--- src/rtl/vga_timing_pkg.sv ---
// vga_timing_pkg
// Shared definitions for the VGA timing / test-pattern source:
//   - default 640x480@60 timing constants and the derived line/frame totals
//   - pattern_mode_t: pattern selector (BARS, GRAD, XOR, RAMP)
//   - BAR_RGB: colour-bar palette, index 0 = leftmost bar
package vga_timing_pkg;

    localparam int H_VIS_DEF  = 640;
    localparam int H_FP_DEF   = 16;
    localparam int H_SYNC_DEF = 96;
    localparam int H_BP_DEF   = 48;
    localparam int V_VIS_DEF  = 480;
    localparam int V_FP_DEF   = 10;
    localparam int V_SYNC_DEF = 2;
    localparam int V_BP_DEF   = 33;

    localparam int H_TOTAL_DEF = H_VIS_DEF + H_FP_DEF + H_SYNC_DEF + H_BP_DEF;
    localparam int V_TOTAL_DEF = V_VIS_DEF + V_FP_DEF + V_SYNC_DEF + V_BP_DEF;

    // Width of the h/v counters; wide enough for any practical VGA-class mode.
    localparam int COORD_W = 12;

    // Colour bars are a fixed 80 pixels wide regardless of the visible width.
    localparam int BAR_WIDTH = 80;

    typedef enum logic [1:0] {
        BARS = 2'd0,
        GRAD = 2'd1,
        XOR  = 2'd2,
        RAMP = 2'd3
    } pattern_mode_t;

    // {R,G,B} per bar; element [0] is the leftmost (white) bar.
    localparam logic [7:0][23:0] BAR_RGB = {
        24'h000000,   // 7 black
        24'h0000FF,   // 6 blue
        24'hFF0000,   // 5 red
        24'hFF00FF,   // 4 magenta
        24'h00FF00,   // 3 green
        24'h00FFFF,   // 2 cyan
        24'hFFFF00,   // 1 yellow
        24'hFFFFFF    // 0 white
    };

endpackage

--- src/rtl/vga_pattern.sv ---
// vga_pattern
// Purely combinational pixel generator.
// Ports:
//   x     in  COORD_W  current column (h counter)
//   y     in  8        low byte of the current line (v counter)
//   f     in  8        frame counter value
//   mode  in  2        latched pattern mode
//   blank in  1        high outside the visible area; forces black
//   r,g,b out 8 each   pixel codes
module vga_pattern
    import vga_timing_pkg::*;
(
    input  logic [COORD_W-1:0] x,
    input  logic [7:0]         y,
    input  logic [7:0]         f,
    input  pattern_mode_t      mode,
    input  logic               blank,
    output logic [7:0]         r,
    output logic [7:0]         g,
    output logic [7:0]         b
);

    localparam logic [COORD_W-1:0] BAR_W = COORD_W'(BAR_WIDTH);

    logic [2:0]  bar;
    logic [23:0] bar_rgb;
    logic [7:0]  xy;

    // Only bars 0..7 occur inside a 640-wide visible area; anything beyond
    // is blanked, so truncating the quotient is harmless.
    assign bar     = 3'(x / BAR_W);
    assign bar_rgb = BAR_RGB[bar];
    assign xy      = x[7:0] ^ y;

    always_comb begin
        r = 8'h00;
        g = 8'h00;
        b = 8'h00;
        if (!blank) begin
            case (mode)
                BARS: {r, g, b} = bar_rgb;
                GRAD: begin
                    r = x[7:0];
                    g = y;
                    b = f;
                end
                XOR: begin
                    r = xy;
                    g = xy + f;
                    b = x[8:1];
                end
                RAMP: begin
                    r = f;
                    g = f;
                    b = f;
                end
            endcase
        end
    end

endmodule

--- src/rtl/vga_timing_pattern.sv ---
// vga_timing_pattern
// VGA timing generator with test-pattern source for a differential CS-DAC.
// Ports:
//   clk              in   pixel clock
//   rst              in   asynchronous active-high reset
//   mode[1:0]        in   pattern select, latched at end of frame
//   hsync, vsync     out  active-low syncs
//   hblank, vblank   out  high outside visible columns / lines
//   r, g, b [7:0]    out  pixel codes
//   rn, gn, bn [7:0] out  bitwise complements of r, g, b
//   frame[7:0]       out  free-running frame counter
// All outputs come straight from flops clocked on the same edge, one clock
// after the h/v state they describe.
module vga_timing_pattern
    import vga_timing_pkg::*;
#(
    parameter int H_VIS  = H_VIS_DEF,
    parameter int H_FP   = H_FP_DEF,
    parameter int H_SYNC = H_SYNC_DEF,
    parameter int H_BP   = H_BP_DEF,
    parameter int V_VIS  = V_VIS_DEF,
    parameter int V_FP   = V_FP_DEF,
    parameter int V_SYNC = V_SYNC_DEF,
    parameter int V_BP   = V_BP_DEF
) (
    input  logic       clk,
    input  logic       rst,
    input  logic [1:0] mode,
    output logic       hsync,
    output logic       vsync,
    output logic       hblank,
    output logic       vblank,
    output logic [7:0] r,
    output logic [7:0] g,
    output logic [7:0] b,
    output logic [7:0] rn,
    output logic [7:0] gn,
    output logic [7:0] bn,
    output logic [7:0] frame
);

    localparam int H_TOTAL = H_VIS + H_FP + H_SYNC + H_BP;
    localparam int V_TOTAL = V_VIS + V_FP + V_SYNC + V_BP;

    localparam logic [COORD_W-1:0] H_LAST   = COORD_W'(H_TOTAL - 1);
    localparam logic [COORD_W-1:0] V_LAST   = COORD_W'(V_TOTAL - 1);
    localparam logic [COORD_W-1:0] H_VIS_C  = COORD_W'(H_VIS);
    localparam logic [COORD_W-1:0] V_VIS_C  = COORD_W'(V_VIS);
    localparam logic [COORD_W-1:0] HS_START = COORD_W'(H_VIS + H_FP);
    localparam logic [COORD_W-1:0] HS_END   = COORD_W'(H_VIS + H_FP + H_SYNC);
    localparam logic [COORD_W-1:0] VS_START = COORD_W'(V_VIS + V_FP);
    localparam logic [COORD_W-1:0] VS_END   = COORD_W'(V_VIS + V_FP + V_SYNC);

    logic [COORD_W-1:0] h;
    logic [COORD_W-1:0] v;
    pattern_mode_t      mode_q;

    logic       h_end;
    logic       v_end;
    logic       frame_end;
    logic       hblank_next;
    logic       vblank_next;
    logic       hsync_next;
    logic       vsync_next;
    logic [7:0] r_next;
    logic [7:0] g_next;
    logic [7:0] b_next;

    assign h_end     = (h == H_LAST);
    assign v_end     = (v == V_LAST);
    assign frame_end = h_end && v_end;

    // Counters, frame count and mode latch. Mode is only sampled at the
    // last pixel of a frame so a pattern never changes mid-frame.
    always_ff @(posedge clk or posedge rst) begin
        if (rst) begin
            h      <= '0;
            v      <= '0;
            frame  <= 8'h00;
            mode_q <= BARS;
        end else begin
            if (h_end) begin
                h <= '0;
                v <= v_end ? '0 : v + COORD_W'(1);
            end else begin
                h <= h + COORD_W'(1);
            end
            if (frame_end) begin
                frame  <= frame + 8'd1;
                mode_q <= pattern_mode_t'(mode);
            end
        end
    end

    assign hblank_next = (h >= H_VIS_C);
    assign vblank_next = (v >= V_VIS_C);
    assign hsync_next  = !((h >= HS_START) && (h < HS_END));
    assign vsync_next  = !((v >= VS_START) && (v < VS_END));

    vga_pattern u_pattern (
        .x     (h),
        .y     (v[7:0]),
        .f     (frame),
        .mode  (mode_q),
        .blank (hblank_next || vblank_next),
        .r     (r_next),
        .g     (g_next),
        .b     (b_next)
    );

    // Complements get their own flops (reset to all-ones) so the DAC switch
    // pairs stay exactly complementary on every cycle, reset included.
    always_ff @(posedge clk or posedge rst) begin
        if (rst) begin
            hsync  <= 1'b1;
            vsync  <= 1'b1;
            hblank <= 1'b1;
            vblank <= 1'b1;
            r      <= 8'h00;
            g      <= 8'h00;
            b      <= 8'h00;
            rn     <= 8'hFF;
            gn     <= 8'hFF;
            bn     <= 8'hFF;
        end else begin
            hsync  <= hsync_next;
            vsync  <= vsync_next;
            hblank <= hblank_next;
            vblank <= vblank_next;
            r      <= r_next;
            g      <= g_next;
            b      <= b_next;
            rn     <= ~r_next;
            gn     <= ~g_next;
            bn     <= ~b_next;
        end
    end

endmodule
--- config.mk ---
export PLATFORM = sky130hd
export DESIGN_NAME = vga_timing_pattern
export DESIGN_NICKNAME = d
export VERILOG_FILES = /design/src/rtl/vga_timing_pkg.sv /design/src/rtl/vga_pattern.sv /design/src/rtl/vga_timing_pattern.sv
export SDC_FILE = /design/constraint.sdc
export NUM_CORES = 1
export LEC_CHECK = 0
export CORE_ASPECT_RATIO = 0.6
export CORE_MARGIN = 2
export CORE_UTILIZATION = 55
export DETAILED_ROUTE_END_ITERATION = 8
export PLACE_DENSITY = 0.79
export SLEW_MARGIN = 30
export SYNTH_ARGS = -nofsm -noshare
export SYNTH_HDL_FRONTEND = slang
export SYNTH_HIERARCHICAL = 1
export SYNTH_SLANG_ARGS = --single-unit
export TNS_END_PERCENT = 5
--- constraint.sdc ---
create_clock -name clk -period 3.15 [get_ports clk]
set_input_delay 0.315 -clock clk [delete_from_list [all_inputs] [get_ports clk]]
set_output_delay 0.315 -clock clk [all_outputs]
set_load 0.05 [all_outputs]
==> results.toml, run 1 <==
[outcome]
status = "complete, no violations"

[synth]
synth_nets = 554
synthTopCellsByArea = "dfrtp_1 29%, dfstp_2 15%, nand2_1 4.3%"
ys_seq_elements = 86
postSynthCellCount = 537
synth_top_area_share_pct = 28.9
synthDistinctLibCells = 72
avgSynthCellArea_um2 = 9.37
synth-edff-count = 0
async_flop_share_pct = 100
ys_top_cells_by_count = "58 x dfrtp_1, 57 x nand2_1, 43 x inv_1"
synthesis.area_um2 = 5030
ys_seq_area_share_pct = 43.5
ys_warn_count = 6
yosysMostFrequentCell = "dfrtp_1"
yosysTopAreaCell = "dfrtp_1"
ys.flop_type = "dfrtp_1"

[finish]
insertedDiodeCount = 0
nets = 618
drive_above_1_share_pct = 15.5
fillers = 618
area_growth_pct = 21.3

[timing]
setup_viol = 0
max_slew.worst_pin.slew_ns = 0.686
fin_worst_skew_ns = 0.00621
slew_viol_final = 0
min_period_over_period_pct = 91.3
relSlewSlack_pct = 54.2
fmax_mhz = 348
fin_crit_ns = 2.88
fin_ws_ns = 0.273
tns_ns = 0
rsz0062_at_grt = "false"
hold_viol_final = 0

[worst_setup_path]
cp_cell_sequence = "xor2_1 > ha_1 > a21o_1 > a21oi_1 > o21ai_0 > o41ai_1 > xnor2_1 > nor2_1 > a2111oi_0 > inv_1"
cp_slowest_cell = "dfrtp_1"
criticalPathCategory = "reg -> reg"
cp.required_ns = 3.40
start_kind = "flop"
worst_ep_arrival_time_ns = 3.13
end_kind = "flop"
crit_path_max_fanout = 8
max_stage_delay_ns = 0.50

[clock_network]
ctsResizeCount = 0
cts_buffer_depth = 2
cts.clk_slew.worst_paths_ns = 0.07
cts_tree = "done"
clkLatencyLatePin_ns = 0.34
post_cts_buffers = 0
clock_sinks = 86
hold_buffers = 0
clockRootBuffer = "clkbuf_16"
cts_made_buffers = 9
htreeDepth = 3

[floorplan]
pin_count = 64
initial_utilization_pct = 57.9
die_area_um2 = 9950
die_x_um = 127
die_y_um = 78.1
core_area_um2 = 8690
core.rowCount = 26

[route]
postRouteWirelength_um = 13000
dr.first_iter.drc_count = 434
vias = 4384
drc = 0
firstDrtPassIters = 6
viasPerCell = 6.11
wl_per_cell_um = 18.1
drtAntennaViolNets = 0

[placement]
dpl.hpwl_um = 9270
place_ws_ns = 0.462
io_buffers = 63
gp_congestion = 0.954

[pwr]
pwr_density_cell_nw_per_um2 = 421
ir_worst_vdd_mv = 0.300
power_mw = 2.57
p_leak_nw = 2.71

[grt]
grt_pass1_vias = 3943
grt_pass1_wl_um = 20800
grt_max_degree = 38
gr-usage-met3_pct = 7.77
gr-usage-met1_pct = 39.7
top_usage_layer = "met2"
grt_overflow_total = 0
antenna_found_initial = 0
met2_usage_pct = 39.9
grt_util_all_layers_pct = 26.9

[flow_run]
maxCapViolCount = 0

[hold_path]
min_path_type = "in -> async"
-- critical path: cells and delay by family (launching register included) --
kind / cells / cell delay [ns]
simple gates: 1 / 0.05
compound gates: 5 / 1.48
flops: 1 / 0.50
fa+ha+maj: 1 / 0.27
buf+inv: 1 / 0.09
xor+xnor: 2 / 0.41
-- final cells by class --
| class | count | area [µm²] | share of cell area, % |
|---|---|---|---|
| Multi-Input combinational cell | 378 | 2530 | 41.6 |
| Sequential cell | 86 | 2190 | 35.9 |
| Timing Repair Buffer | 82 | 773 | 12.7 |
| Clock buffer | 9 | 225 | 3.69 |
| Inverter | 44 | 166 | 2.73 |
| Tap cell | 112 | 140 | 2.30 |
| Clock inverter | 7 | 72.6 | 1.19 |
-- registers in the layout, summed over array words and instances (netlist names) --
register  flops
gn            8
h            12
mode_q        2
g             8
vblank        1
vsync         1
rn            8
hsync         1
v            12
bn            8
b             8
hblank        1
r             8
frame         8
-- final timing paths --
check                                    to  slack, ns  cells after the start              from
setup reg to reg            gn[7]$_DFF_PP1_       0.27                     10  v[1]$_DFFE_PP0N_
min in group clk           v[8]$_DFFE_PP0N_       0.54                      1  v[8]$_DFFE_PP0N_
hold / removal               g[7]$_DFF_PP0_       0.34                      2               rst
setup / recovery            gn[7]$_DFF_PP1_       0.27                     10  v[1]$_DFFE_PP0N_
max in group asynchronous   bn[6]$_DFF_PP1_       2.00                      3               rst
hold reg to reg            v[8]$_DFFE_PP0N_       0.54                      1  v[8]$_DFFE_PP0N_
-- power by group --
group,switching (mW),total [mW],internal (mW)
Clock,0.442,1.06,0.617
Combinational,0.230,0.329,0.0983
Sequential,0.0194,1.18,1.16
Total,0.692,2.57,1.88
-- kinds of logic (layout without fill, tap and decap cells) --
kind of cell / Yosys count / after routing / synth area share, %
flops: 86 / 86 / 43.5
xor+xnor: 39 / 39 / 6.79
buf+inv: 73 / 142 / 6.24
mux: 16 / 16 / 3.68
simple gates: 197 / 197 / 21.4
compound gates: 113 / 113 / 15.0
fa+ha+maj: 13 / 13 / 3.38
-- metal layers --
layer  routed length [µm]  vias to the layer above
li1                     -                     2012
met1                 5810                     2090
met2                 5730                      261
met3                 1340                       21
met4                  123                        0
met5                    0                        -
-- metrics by stage --
| step | instance area (µm²) | hold WS (ns) | instances | util [%] |
|---|---|---|---|---|
| 4_1_cts | 6100 | 0.362 | 718 | 70.2 |
| 3_3_place_gp | 5800 | 0.505 | 702 | 66.8 |
| 3_5_place_dp | 5800 | 0.529 | 702 | 66.8 |
| 5_1_grt | 6100 | 0.394 | 718 | 70.2 |
| 6_report | 6100 | 0.337 | 718 | 70.2 |
| 2_1_floorplan | 5030 | 0.466 | 537 | - |
-- cells in the final DEF (no fill, tap or decap), drive strengths merged, types with 10 or more instances in the layout --
cell	n
a21oi	27
buf	19
clkdlybuf4s50	63
dfrtp	58
dfstp	28
ha	12
inv	45
mux2	10
nand2	57
nand3	19
nand4	10
nor2	27
nor2b	15
nor3	12
o211ai	11
o21ai	31
xnor2	17
xor2	22
(Power assumes the default switching activity.)
==> run 2: changes to the inputs <==
--- a/config.mk
+++ b/config.mk
@@ -9,6 +9,7 @@
 export CORE_MARGIN = 2
 export CORE_UTILIZATION = 55
 export DETAILED_ROUTE_END_ITERATION = 8
+export GPL_ROUTABILITY_DRIVEN = 0
 export PLACE_DENSITY = 0.79
 export SLEW_MARGIN = 30
 export SYNTH_ARGS = -nofsm -noshare
==> run 2 against run 1 <==
Via count down 0.25%; cell count is 0.14% lower; clock skew up 0.0019 ns; setup slack improved by 0.041 ns; largest power group unchanged.
==> results.toml, run 2 (synthesis gave the netlist of run 1 again) <==
[route]
firstDrtPassIters = 6
drc = 0
postRouteWirelength_um = 13000
drtAntennaViolNets = 0
wl_per_cell_um = 18.1
vias = 4373
dr.first_iter.drc_count = 473
viasPerCell = 6.10

[clock_network]
clkLatencyLatePin_ns = 0.34
cts_buffer_depth = 2
clock_sinks = 86
ctsResizeCount = 0
hold_buffers = 0
cts_made_buffers = 9
htreeDepth = 3
cts_tree = "done"
clockRootBuffer = "clkbuf_16"
cts.clk_slew.worst_paths_ns = 0.06
post_cts_buffers = 0

[finish]
final_util_pct = 70.3
insertedDiodeCount = 0
reg.largest.list = "h x12, v x12"
final_common_cell = "clkdlybuf4s50_1"
drive_above_1_share_pct = 14.9
most-common-layout-cells = "63 x clkdlybuf4s50_1, 58 x dfrtp_1, 57 x nand2_1, 42 x inv_1, 31 x o21ai_0"
layout.cells.non_filler = 717
area_growth_pct = 21.3
nets = 617

[outcome]
status = "complete, no violations"

[placement]
io_buffers = 63
dpl.hpwl_um = 9100
dp_cells = 701

[worst_setup_path]
crit_path_max_fanout = 8
start_kind = "flop"
cp_cell_sequence = "xor2_1 > ha_1 > a21o_1 > a21oi_1 > o21ai_0 > o41ai_1 > xnor2_1 > nor2_1 > a2111oi_0 > inv_1"
max_stage_delay_ns = 0.49
timing.critical_path.max_delay_family = "compound AO/OA/AOI/OAI gates"
cp.required_ns = 3.40
worst_ep_arrival_time_ns = 3.09
criticalPathCategory = "reg -> reg"
cp_slowest_cell = "a2111oi_0"
end_kind = "flop"
regToRegSetupSlack_ns = 0.31
critPathBufInv = 1

[timing]
min_period_over_period_pct = 90.0
max_slew.worst_pin.slew_ns = 0.615
hold_viol_final = 0
fmax_mhz = 353
rsz0062_at_grt = "false"
relSlewSlack_pct = 57.9
slew_viol_final = 0
fin_worst_skew_ns = 0.00812
whs_ns = 0.315
setup_viol = 0
tns_ns = 0
fin_crit_ns = 2.84

[grt]
grt_max_degree = 39
grt_util_all_layers_pct = 27.6
grt_pass1_vias = 4011
grt_overflow_total = 0
antenna_found_initial = 0
grt_pass1_wl_um = 21400

[pwr]
power_frac_clock_pct = 42.3
switching_power_mw = 0.660
ir_worst_vdd_mv = 0.256
p_int_mw = 1.95
p_leak_nw = 2.71
combPwrFrac_pct = 12.6
seqPwrFrac_pct = 45.1
p_sw_share_pct = 25.3
pwr_density_cell_nw_per_um2 = 428
power_mw = 2.61

[floorplan]
pin_count = 64
initial_utilization_pct = 57.9
die_area_um2 = 9950
core_area_um2 = 8690
core.rowCount = 26
die_y_um = 78.1
die_x_um = 127

[hold_path]
min_path_type = "in -> async"

[flow_run]
maxCapViolCount = 0
run 2: cell type report:
class | instances | area, µm²
fillers | 638 | 2580
well taps | 112 | 140
repair buffers | 81 | 766
inverters | 44 | 166
clock buffers | 12 | 236
clock inverters | 4 | 72.6
multi-input cells | 378 | 2530
flip-flops and latches | 86 | 2190
run 2: path summary, 6_finish.rpt:
| kind | endpoint | cells past startpoint | from |
|---|---|---|---|
| worst max-delay path | gn[7]$_DFF_PP1_ | 10 | v[1]$_DFFE_PP0N_ |
| worst min-delay path | g[1]$_DFF_PP0_ | 2 | rst |
| worst max register to register | gn[7]$_DFF_PP1_ | 10 | v[1]$_DFFE_PP0N_ |
| worst min register to register | v[10]$_DFFE_PP0N_ | 1 | v[10]$_DFFE_PP0N_ |
| max in group asynchronous | bn[0]$_DFF_PP1_ | 3 | rst |
| min in group clk | v[10]$_DFFE_PP0N_ | 1 | v[10]$_DFFE_PP0N_ |
run 2: power groups by stage:
stage	sequential [mW]	clock [mW]	combinational [mW]
finish	1.18	1.10	0.329
CTS	1.18	1.12	0.331
global route	1.18	1.17	0.348
global placement	1.20	0	0.323
detailed placement	1.20	0	0.328
floorplan	1.34	0	0.0795
run 2: per-stage QoR:
| stage | area (µm²) | setup WS (ns) |
|---|---|---|
| 5_1_grt | 6100 | 0.147 |
| 6_report | 6100 | 0.314 |
| 3_5_place_dp | 5790 | 0.461 |
| 4_1_cts | 6100 | 0.362 |
| 2_1_floorplan | 5030 | 0.644 |
| 3_3_place_gp | 5790 | 0.530 |
run 2: layer usage:
layer / share of wire [%] / up-vias / global-route usage [%]
met5: 0 / - / 0
met4: 1.6 / 0 / 8.13
met3: 10 / 25 / 7.02
met2: 44 / 244 / 39.8
met1: 44 / 2101 / 41.1
li1: - / 2003 / -
run 2: worst register-to-register path, cell delays in order (launching register included):
cell	delay, ns
dfrtp_1	0.48
xor2_1	0.22
ha_1	0.27
a21o_1	0.18
a21oi_1	0.21
o21ai_0	0.18
o41ai_1	0.40
xnor2_1	0.17
nor2_1	0.05
a2111oi_0	0.49
inv_1	0.09
==> edit, RTL diff (flow settings as in run 1) <==
`COORD_W`: 12 -> 18.
--- a/src/rtl/vga_timing_pkg.sv
+++ b/src/rtl/vga_timing_pkg.sv
@@ -18,7 +18,7 @@
     localparam int V_TOTAL_DEF = V_VIS_DEF + V_FP_DEF + V_SYNC_DEF + V_BP_DEF;
 
     // Width of the h/v counters; wide enough for any practical VGA-class mode.
-    localparam int COORD_W = 12;
+    localparam int COORD_W = 18;
 
     // Colour bars are a fixed 80 pixels wide regardless of the visible width.
     localparam int BAR_WIDTH = 80;
Function: same outputs for any inputs over 10 cycles, from zero or initial values and one cycle with rst high; that may be too few to reach the edited logic, so the function may still have changed.
==> edit against run 1 <==
- the run now ends with setup timing left
- design area is 49% higher
- worst setup slack got worse by 1.2 ns
- utilization rose by 5.6 points
- synthesized area up 35%
- total power up 9.7%
- routed wire length grew 61%
- sequential cell count up 12
- maximum frequency is 29% lower
- combinational power down 1%
- critical path type unchanged
==> edit: results (changes against run 1) <==
The run finished, with violations left. The final reports fail on setup timing. The net count after synthesis was 776 (+40%); the final worst-path setup slack was -0.879 ns (-1.15 ns). The slowest stage of the critical path is the or4_1 cell. The final-layout setup total negative slack was -33.24 ns (-33.24 ns); the portion of the post-synthesis area used by sequential elements was 36.7% (-6.8 points).

Via count of the first global-routing pass: 6,375 (+62%). The largest net degree at the start of global routing is 99 (+160%). The overall track demand over capacity in global routing is 31.4% (+4.6 points).

The cell count of the worst reg-to-reg path is 15 (+5), and the power consumption is 0.00282 W (+9.7%). The switching power as a share of total power is 26.2% (-0.73 points), and the distinct cell type count of the synthesized netlist is 103 (+43%). The final estimated routing congestion in global placement was 0.949 (-0.45%).

The leakage dissipation is 3.88 nW (+43%). The final count of negative-setup-slack endpoints was 48 (+48); the global-route wire length before repair was 33,300 um (+60%). The run gives 933 (+51%) as the number of nets in the layout. The maximum fanout encountered on the critical timing path works out to 7 (-1).

For the worst clock skew on the final layout, the log shows 0.0117 ns (+0.00546 ns). The maximum single-stage delay on the critical path works out to 0.55 ns (+0.05 ns). By area the synthesized netlist is led by dfrtp_1, dfstp_2, a21oi_1, nor2_1, inv_1.

Critical path arrival: 4.24 ns (+1.11 ns). The share of layout cells above drive strength 1 is 29.2% (+14 points). The worst supply voltage drop on vdd was 0.306 mV (+2.1%); the estimated wirelength of the detail-placed design was 14,900 um (+60%). The logs give 45 (+45) for the post-cts repair resize count and 2 (unchanged) for the maximum clock path buffer count. The transition time at the pin with the least slew margin is 0.657 ns (-0.0295 ns), and the number of DRC markers after the initial detailed-route iteration is 795 (+83%). The via count normalized by instance count works out to 6.32 (+3.5%). The final wirelength was 20,900 um (+61%). By count the netlist is led by dfrtp_1, nor2_1, inv_1.

Post-CTS repair timing setup buffer count: 16 (+16).
[edit: final timing paths]
path	end	slack, ns
max	b[6]$_DFF_PP0_	-0.88
min	v[13]$_DFFE_PP0N_	0.43
max reg2reg	b[6]$_DFF_PP0_	-0.88
min reg2reg	v[10]$_DFFE_PP0N_	0.55
max in group asynchronous	bn[6]$_DFF_PP1_	2.31
min in group clk	v[10]$_DFFE_PP0N_	0.55
[edit: cells by family (layout without fill, tap and decap cells)]
logic type	after synthesis	in the layout	synth area share (%)
adders and majority gates	14	14	2.68
DFF	98	98	36.7
xor gates and xnor gates	42	42	5.54
AOI/OAI and AO/OA	196	196	20.7
and+or+nand+nor	286	287	23.8
muxes	20	20	3.49
buffers and inverters	103	264	7.06
[edit: metrics by stage]
step | area [sq um] | utilization [%] | instances
3_5_place_dp | 8250 | 68.6 | 1050
2_1_floorplan | 6830 | - | 759
5_1_grt | 9120 | 75.8 | 1086
3_3_place_gp | 8250 | 68.6 | 1050
4_1_cts | 8950 | 74.4 | 1083
6_report | 9120 | 75.8 | 1086
[edit: power groups by stage]
stage | clock, W | sequential, W | combinational, W
final | 0.00116 | 0.00133 | 0.000325
after global routing | 0.00123 | 0.00133 | 0.000342
after CTS | 0.00117 | 0.00133 | 0.000317
after detailed placement | 0 | 0.00135 | 0.000312
after global placement | 0 | 0.00135 | 0.000308
after floorplan | 0 | 0.00148 | 0.0000719
[edit: area by class of cell]
type	instances	area, sq um
tap	165	206
sequential	98	2490
clock inverter	6	68.8
timing repair buffer	193	1700
fill	832	2910
inverter	55	209
multi-input combinational	559	4190
clock buffer	10	250
[edit: routing by layer]
layer  part of all wire (%)  GRT usage, %  vias to the layer above
met5                      0             0                        -
met4                    1.5          6.65                        0
met3                     12          7.82                       38
met2                     41          43.4                      433
met1                     46          49.5                     3313
li1                       -             -                     3080
